===== src/rtl/dmem_bus_ctrl.sv =====
// Data-memory bus controller: one valid/ready bus transaction per MEM-stage access,
// with byte-lane alignment, misalignment and timeout detection, and a pipeline stall.
module dmem_bus_ctrl #(
   parameter int unsigned TIMEOUT = 255
) (
   input  logic        clk,
   input  logic        reset,
   input  logic        cpu_req,
   input  logic [3:0]  cpu_dwe,
   input  logic [31:0] cpu_daddr,
   input  logic [31:0] cpu_dwdata,
   output logic        cpu_stall,
   output logic [31:0] cpu_rdata,
   output logic        cpu_rvalid,
   output logic        cpu_err,
   output logic        bus_req_valid,
   input  logic        bus_req_ready,
   output logic [31:0] bus_addr,
   output logic [3:0]  bus_we,
   output logic [31:0] bus_wdata,
   input  logic        bus_rsp_valid,
   input  logic [31:0] bus_rdata
);

   localparam logic [1:0] IDLE = 2'd0;
   localparam logic [1:0] REQ  = 2'd1;
   localparam logic [1:0] RESP = 2'd2;
   localparam logic [1:0] DONE = 2'd3;

   localparam logic [15:0] TMO_LIMIT = 16'(TIMEOUT);

   logic [1:0]  state;
   logic [15:0] cnt;
   logic [15:0] cnt_next;
   logic [1:0]  off;
   logic        err_q;

   logic [3:0]  dwe_eff;
   logic [7:0]  mask_wide;
   logic        is_store;
   logic        misaligned;
   logic        tmo_hit;
   logic [31:0] rdata_aligned;

   // Unrecognised enable patterns are treated as a full-word store.
   always_comb begin
      dwe_eff = 4'b1111;
      case (cpu_dwe)
         4'b0000: dwe_eff = 4'b0000;
         4'b0001: dwe_eff = 4'b0001;
         4'b0011: dwe_eff = 4'b0011;
         default: dwe_eff = 4'b1111;
      endcase
   end

   assign mask_wide     = {4'b0000, dwe_eff} << cpu_daddr[1:0];
   assign is_store      = |dwe_eff;
   assign misaligned    = is_store & (|mask_wide[7:4]);
   assign cnt_next      = (cnt == TMO_LIMIT) ? cnt : cnt + 16'd1;
   // The counter value after this cycle's increment is what reaches the limit.
   assign tmo_hit       = (cnt >= TMO_LIMIT - 16'd1);
   assign rdata_aligned = bus_rdata >> {off, 3'b000};

   assign cpu_stall     = ((state == IDLE) & cpu_req) | (state == REQ) | (state == RESP);
   assign cpu_rvalid    = (state == DONE);
   assign cpu_err       = err_q;
   assign bus_req_valid = (state == REQ) & ~reset;

   always_ff @(posedge clk) begin
      if (reset) begin
         state     <= IDLE;
         cnt       <= 16'd0;
         off       <= 2'd0;
         err_q     <= 1'b0;
         bus_addr  <= 32'd0;
         bus_we    <= 4'd0;
         bus_wdata <= 32'd0;
         cpu_rdata <= 32'd0;
      end else begin
         case (state)
            IDLE: begin
               if (cpu_req) begin
                  bus_addr  <= {cpu_daddr[31:2], 2'b00};
                  bus_we    <= mask_wide[3:0];
                  bus_wdata <= cpu_dwdata << {cpu_daddr[1:0], 3'b000};
                  off       <= cpu_daddr[1:0];
                  cnt       <= 16'd0;
                  if (misaligned) begin
                     state <= DONE;
                     err_q <= 1'b1;
                  end else begin
                     state <= REQ;
                  end
               end
            end
            REQ: begin
               cnt <= cnt_next;
               if (bus_req_ready) begin
                  state <= RESP;
               end else if (tmo_hit) begin
                  state     <= DONE;
                  err_q     <= 1'b1;
                  cpu_rdata <= 32'd0;
               end
            end
            RESP: begin
               cnt <= cnt_next;
               if (bus_rsp_valid) begin
                  if (bus_we == 4'd0) begin
                     cpu_rdata <= rdata_aligned;
                  end
                  state <= DONE;
                  err_q <= 1'b0;
               end else if (tmo_hit) begin
                  state     <= DONE;
                  err_q     <= 1'b1;
                  cpu_rdata <= 32'd0;
               end
            end
            default: begin
               // DONE always returns to IDLE, so a still-asserted cpu_req cannot relaunch.
               state <= IDLE;
               err_q <= 1'b0;
            end
         endcase
      end
   end

endmodule


===== config.mk =====
export PLATFORM = sky130hd
export DESIGN_NAME = dmem_bus_ctrl
export DESIGN_NICKNAME = d
export VERILOG_FILES = /design/src/rtl/dmem_bus_ctrl.sv
export SDC_FILE = /design/constraint.sdc
export NUM_CORES = 1
export LEC_CHECK = 0
export BUFFER_PORTS_ARGS = -buffer_cell sky130_fd_sc_hd__buf_2
export CORE_MARGIN = 3
export CORE_UTILIZATION = 45
export DETAILED_ROUTE_END_ITERATION = 8
export MAX_ROUTING_LAYER = met4
export PLACE_DENSITY = 0.75
export SYNTH_ARGS = -nofsm -noshare
export SYNTH_HDL_FRONTEND = slang
export SYNTH_SLANG_ARGS = --single-unit

===== constraint.sdc =====
create_clock -name clk -period 4.35 [get_ports clk]
set_input_delay 0.87 -clock clk [delete_from_list [all_inputs] [get_ports clk]]
set_output_delay 0.87 -clock clk [all_outputs]
set_load 0.02 [all_outputs]

==> metrics.cfg, run 1 <==
[status]
outcome=finished clean

[clock_network]
clkSlewWorstSetupHoldPaths_ns=0.05
insertion_delay_ns=0.41
postCtsSetupBuffers=0
clock-sinks=119
cts_tree=yes
htree_num_levels=4
cts-root-buf=clkbuf_16
cts_buffers=17
ctsHoldBuffers=0
cts_resized=0
clockBufferDepth=2

[global_route]
gr-total-overflow=0
globalRouteTotalUtil_pct=24.2
antenna_found_initial=0
grt_pass1_wl_microns=24700
grt_pass1_vias=5201
grt_max_degree=96

[logic_synthesis]
yosysWarnings=0
synth_area_per_cell_sq_um=8.72
ys_seq_elements=119
synth_top_flop_cell=dfxtp_1
yosysSeqAreaShare_pct=44.2
synth_edf_count=0
ys_types=53
synth_cells=618
syn_area_sq_um=5390
synthArstFlopShare_pct=0

[power_and_ir_drop]
ir_drop_mv=0.330
power_leakage_uw=0.00317
design_power_total_uw=4030
p_per_area_nw_per_um2=568

[routing]
drt_wl_total_microns=16000
drtIter0Drc=410
ant_nets=0
routedWlPerCell_microns=16.7
vias_per_cell=5.60
drc=0
firstDrtPassIters=7
num_vias=5361

[timing]
slew_headroom_pct=19.3
clock.fmax_mhz=342
rsz0062_at_grt=no
hold_violations=0
tns_ns=0
tightest_slew_ns=1.21
final.period_utilization_pct=67.2
period_needed_ns=2.92
slew_viol_final=0
finalClockSkew_ns=0.00836
setup_viol=0

[critical_path]
reg2reg_slack_ns=1.60
timing.rr.start=state[1]
start_kind=flip-flop
crit_required_ns=3.48
critPathMaxFanout=28
rr_worst_depth=6
r2r-end=bus_wdata[21]
critPathArrivalTime_ns=2.05
setup.worst_path.end_class=primary output
path_class=reg2out
worstSetupStartpoint=state[0]

[worst_hold_path]
whs_endpoint=bus_addr[2]
hold_start=bus_addr[2]
hold_depth=2
min_path_type=reg2reg

[floorplanning]
initial_core_util_pct=46.6
die_y_microns=115
core-area_sq_um=11600
die_w_microns=115
die_area_sq_um=13300
io_pins=209
fp-row-count=39

[placed_design]
port_buffers=206
gp_congestion=0.884
dp_hpwl_microns=11300
dp.cells=926

[run]
max_cap_viol_count=0

[layout]
area_growth_pct=31.6
final-seq-area_sq_um=2380
final_util_pct=61.3
num-nets-final=914
final_common_cell=buf_2
antennaDiodeCount=0
final_cell_mix=buf_2, dfxtp_1, nand2_1, nor2_1, a21oi_1
drive_gt1_share_pct=32.6
fillers=977
multi_input_comb_area_sq_um=2780
final_cells=957

==> Yosys cell counts (2+ instances only) <==
cell type / count / share of area [%]
o22ai_1: 2 / 0.23
a211oi_1: 3 / 0.42
nor3_1: 8 / 0.74
xnor2_1: 8 / 1.3
ha_1: 7 / 1.6
buf_2: 5 / 0.46
nand2_1: 106 / 7.4
a2bb2oi_1: 2 / 0.33
and3_1: 4 / 0.46
a22oi_1: 25 / 3.5
nand3_1: 5 / 0.46
o211ai_1: 10 / 1.4
nand2b_1: 2 / 0.23
and4_1: 2 / 0.33
a222oi_1: 9 / 1.7
dfxtp_1: 119 / 44
nand4_1: 4 / 0.46
buf_4: 2 / 0.28
buf_6: 2 / 0.42
xor2_1: 5 / 0.81
nor4_1: 5 / 0.58
a211o_1: 9 / 1.5
nor2_1: 66 / 4.6
or4_4: 3 / 0.63
nor3b_1: 3 / 0.42
buf_1: 3 / 0.21
o2bb2ai_1: 8 / 1.3
nor2b_1: 12 / 1.4
a22o_1: 8 / 1.3
a21oi_1: 46 / 4.3
and2_1: 4 / 0.46
o21ai_0: 15 / 1.4
mux2_2: 16 / 3.3
inv_1: 7 / 0.49
clkbuf_1: 34 / 2.4
a32oi_1: 8 / 1.3
mux2i_1: 25 / 4.6
==> cell families after synthesis <==
kind of cell               Yosys count  share of synthesized area, %
adders and majority gates            7                          1.63
and+or+nand+nor                    232                          19.9
other                                1                        0.0696
xor gates and xnor gates            13                          2.11
muxes                               41                          7.99
DFF                                119                          44.2
AOI/OAI and AO/OA                  151                          19.8
buffers and inverters               54                          4.30
==> layer usage <==
metal	vias up	wire length, microns	part of all wire (%)	global-route usage, %
met5	-	0	0	-
met4	0	301	1.9	10.3
met3	22	1330	8.3	6.58
met2	244	7880	49	39.7
met1	2531	6510	41	27.9
li1	2564	-	-	-
==> worst max path at each step <==
stage / endpoint / slack [ns] / depth (start not counted)
final: cpu_stall / 1.43 / 5
after CTS: cpu_stall / 1.41 / 5
after global placement: bus_req_valid / 1.56 / 3
after global routing: cpu_stall / 1.28 / 5
after detailed placement: bus_wdata[17] / 1.46 / 5
after floorplan: cpu_stall / 1.65 / 4
==> flip-flops by register name (all words and copies together), names as in the netlist <==
signal,flops
cnt,16
bus_we,4
bus_wdata,32
state,2
off,2
bus_addr,30
cpu_rdata,32
cpu_err,1
==> through the flow <==
| stage | instance area, sq um | worst slack (ns) | hold slack [ns] |
|---|---|---|---|
| after global routing | 7090 | 1.28 | 0.470 |
| after detailed placement | 6440 | 1.46 | 0.443 |
| after CTS | 7090 | 1.41 | 0.450 |
| after floorplan | 5390 | 1.65 | 0.484 |
| final | 7090 | 1.43 | 0.450 |
| after global placement | 6440 | 1.56 | 0.440 |
==> where the power goes <==
| part | internal (uW) | switching (uW) | leakage (uW) | total (uW) |
|---|---|---|---|---|
| clock network | 1070 | 475 | 0.000319 | 1550 |
| registers | 1230 | 103 | 0.000968 | 1340 |
| logic | 394 | 751 | 0.00188 | 1150 |
==> critical path: stages (launching register included) <==
cell	delay [ns]
dfxtp_1	0.43
inv_1	0.10
ha_1	0.31
nand2_2	0.47
nand2_1	0.12
buf_2	0.20
==> area by class of cell <==
cell class                      count  area share (%)
Timing Repair Buffer              210            15.0
Sequential cell                   119            33.6
Clock buffer                       23            6.88
Inverter                            8           0.423
Clock inverter                      8            2.36
Tap cell                          143            2.52
Multi-Input combinational cell    446            39.2
(Power assumes the default switching activity.)
==> run 2: changes to the inputs <==
==> constraint.sdc (replaced) <==
create_clock -name clk -period 2.7 [get_ports clk]
set_input_delay 0.54 -clock clk [delete_from_list [all_inputs] [get_ports clk]]
set_output_delay 0.54 -clock clk [all_outputs]
set_load 0.02 [all_outputs]
==> metrics.cfg, run 2 (same netlist as run 1, synthesis figures left out) <==
[power_and_ir_drop]
p_sw_uw=2180
p_per_area_nw_per_um2=905
p_comb_share_pct=29.4
netSwitchingFraction_pct=33.9
power_frac_seq_pct=33.4
internal_power_uw=4260
ir_drop_mv=0.499
p_clk_share_pct=37.3
power_leakage_uw=0.00318

[global_route]
grt_util_met2_pct=40.7
grt_max_degree=55
top_usage_layer=met2
gr-total-overflow=0
grt_pass1_vias=5090
globalRouteTotalUtil_pct=24.9
use_met3_pct=6.63
grt_util_met1_pct=29.7
antenna_found_initial=0
grt_pass1_wl_microns=25500

[layout]
final-seq-area_sq_um=2380
antennaDiodeCount=0
area_growth_pct=32.1
reg.largest.list=bus_wdata (32), cpu_rdata (32), bus_addr (30)
final_util_pct=61.5
multi_input_comb_area_sq_um=2780
drive_gt1_share_pct=33.1
final_cell_mix=buf_2, dfxtp_1, nand2_1, nor2_1, a21oi_1
final_common_cell=buf_2
fillers=979
num-nets-final=920

[critical_path]
start_kind=flip-flop
critPathMaxFanout=17
r2r-end=bus_wdata[17]
path_class=reg2reg
rr_worst_depth=6
setup.worst_path.end_class=flip-flop
crit_required_ns=3.03
critPathArrivalTime_ns=2.73
timing.rr.start=state[1]
reg2reg_slack_ns=0.31

[clock_network]
htree_num_levels=4
clockBufferDepth=2
cts_buffers=17
cts_tree=yes
postCtsSetupBuffers=0
insertion_delay_ns=0.41
cts-root-buf=clkbuf_16
clock-sinks=119
clkSlewWorstSetupHoldPaths_ns=0.05

[floorplanning]
io_pins=209
fp-row-count=39
initial_core_util_pct=46.6
die_y_microns=115
die_w_microns=115
core-area_sq_um=11600
die_area_sq_um=13300

[timing]
setup_viol=0
slew_headroom_pct=21.7
tns_ns=0
hold_violations=0
period_needed_ns=2.39
rsz0062_at_grt=no
finalClockSkew_ns=0.00430
hold_ws_ns=0.364
tightest_slew_ns=1.17
clock.fmax_mhz=418
slew_viol_final=0
final.period_utilization_pct=88.7

[worst_hold_path]
hold_depth=3
whs_endpoint=bus_addr[16]
hold_start=cpu_daddr[16]
min_path_type=in2reg

[routing]
drc=0
num_vias=5403
drt_wl_total_microns=16300
vias_per_cell=5.62
routedWlPerCell_microns=16.9
ant_nets=0
drtIter0Drc=413
firstDrtPassIters=7

[placed_design]
dp_hpwl_microns=11700
gp_congestion=0.866
port_buffers=206

[run]
max_cap_viol_count=0

[status]
outcome=finished clean

-- run 2: changes by cell type in the layout (fill, tap and decap cells not counted) --
cell	delta
buf_12	+1
buf_4	+5
bufinv_16	-1
clkbuf_8	-1
clkinv_4	+1
nor2_1	-1
nor2_2	+1
-- run 2: worst max-delay path by stage --
stage | start | endpoint | cells after the start
2_1_floorplan | state[0] | cpu_stall | 7
3_3_place_gp | state[0] | cpu_rdata[5] | 6
3_5_place_dp | state[0] | cpu_rdata[5] | 6
4_1_cts | state[0] | cpu_rdata[6] | 6
5_1_grt | state[0] | bus_wdata[1] | 6
6_report | state[1] | bus_wdata[17] | 6
-- run 2: power by group through the flow --
stage	clock network [uW]	registers (uW)	logic, uW
2_1_floorplan	0	2380	1050
3_3_place_gp	0	2160	1830
3_5_place_dp	0	2180	1880
4_1_cts	2440	2150	1890
5_1_grt	2510	2180	2080
6_report	2400	2150	1890
-- run 2: critical path, stage by stage, from the launching register on --
cell and delay, ns:
dfxtp_1 0.35, inv_1 0.13, ha_1 0.34, nand2_2 0.18, nor2_1 0.89, a222oi_1 0.22
nor2_1 0.21
-- run 2: area by class of cell --
class	count	area share [%]
multi-input cells	446	39.1
clock inverters	8	2.06
inverters	8	0.422
clock buffers	22	6.66
well taps	143	2.51
flip-flops and latches	119	33.5
repair buffers	216	15.8
-- run 2: layer usage --
metal  vias up  wire (microns)
li1       2575               -
met1      2537            6530
met2       265            8030
met3        26            1430
met4         0             286
met5         -               0
-- run 2: what timing repair did --
action | in CTS | in global routing
setup endpoints to repair | 0 | 2
hold buffers | 0 | 0
resized for setup | 0 | 1
-- run 2: through the flow --
stage | power [uW] | worst slack [ns] | cell area, sq um | std cells
after CTS | 6480 | 0.288 | 7110 | 962
final | 6440 | 0.306 | 7120 | 962
after global routing | 6760 | 0.130 | 7120 | 962
after global placement | 4000 | 0.460 | 6490 | 932
after detailed placement | 4060 | 0.337 | 6490 | 932
after floorplan | 3420 | 0.407 | 5390 | 619
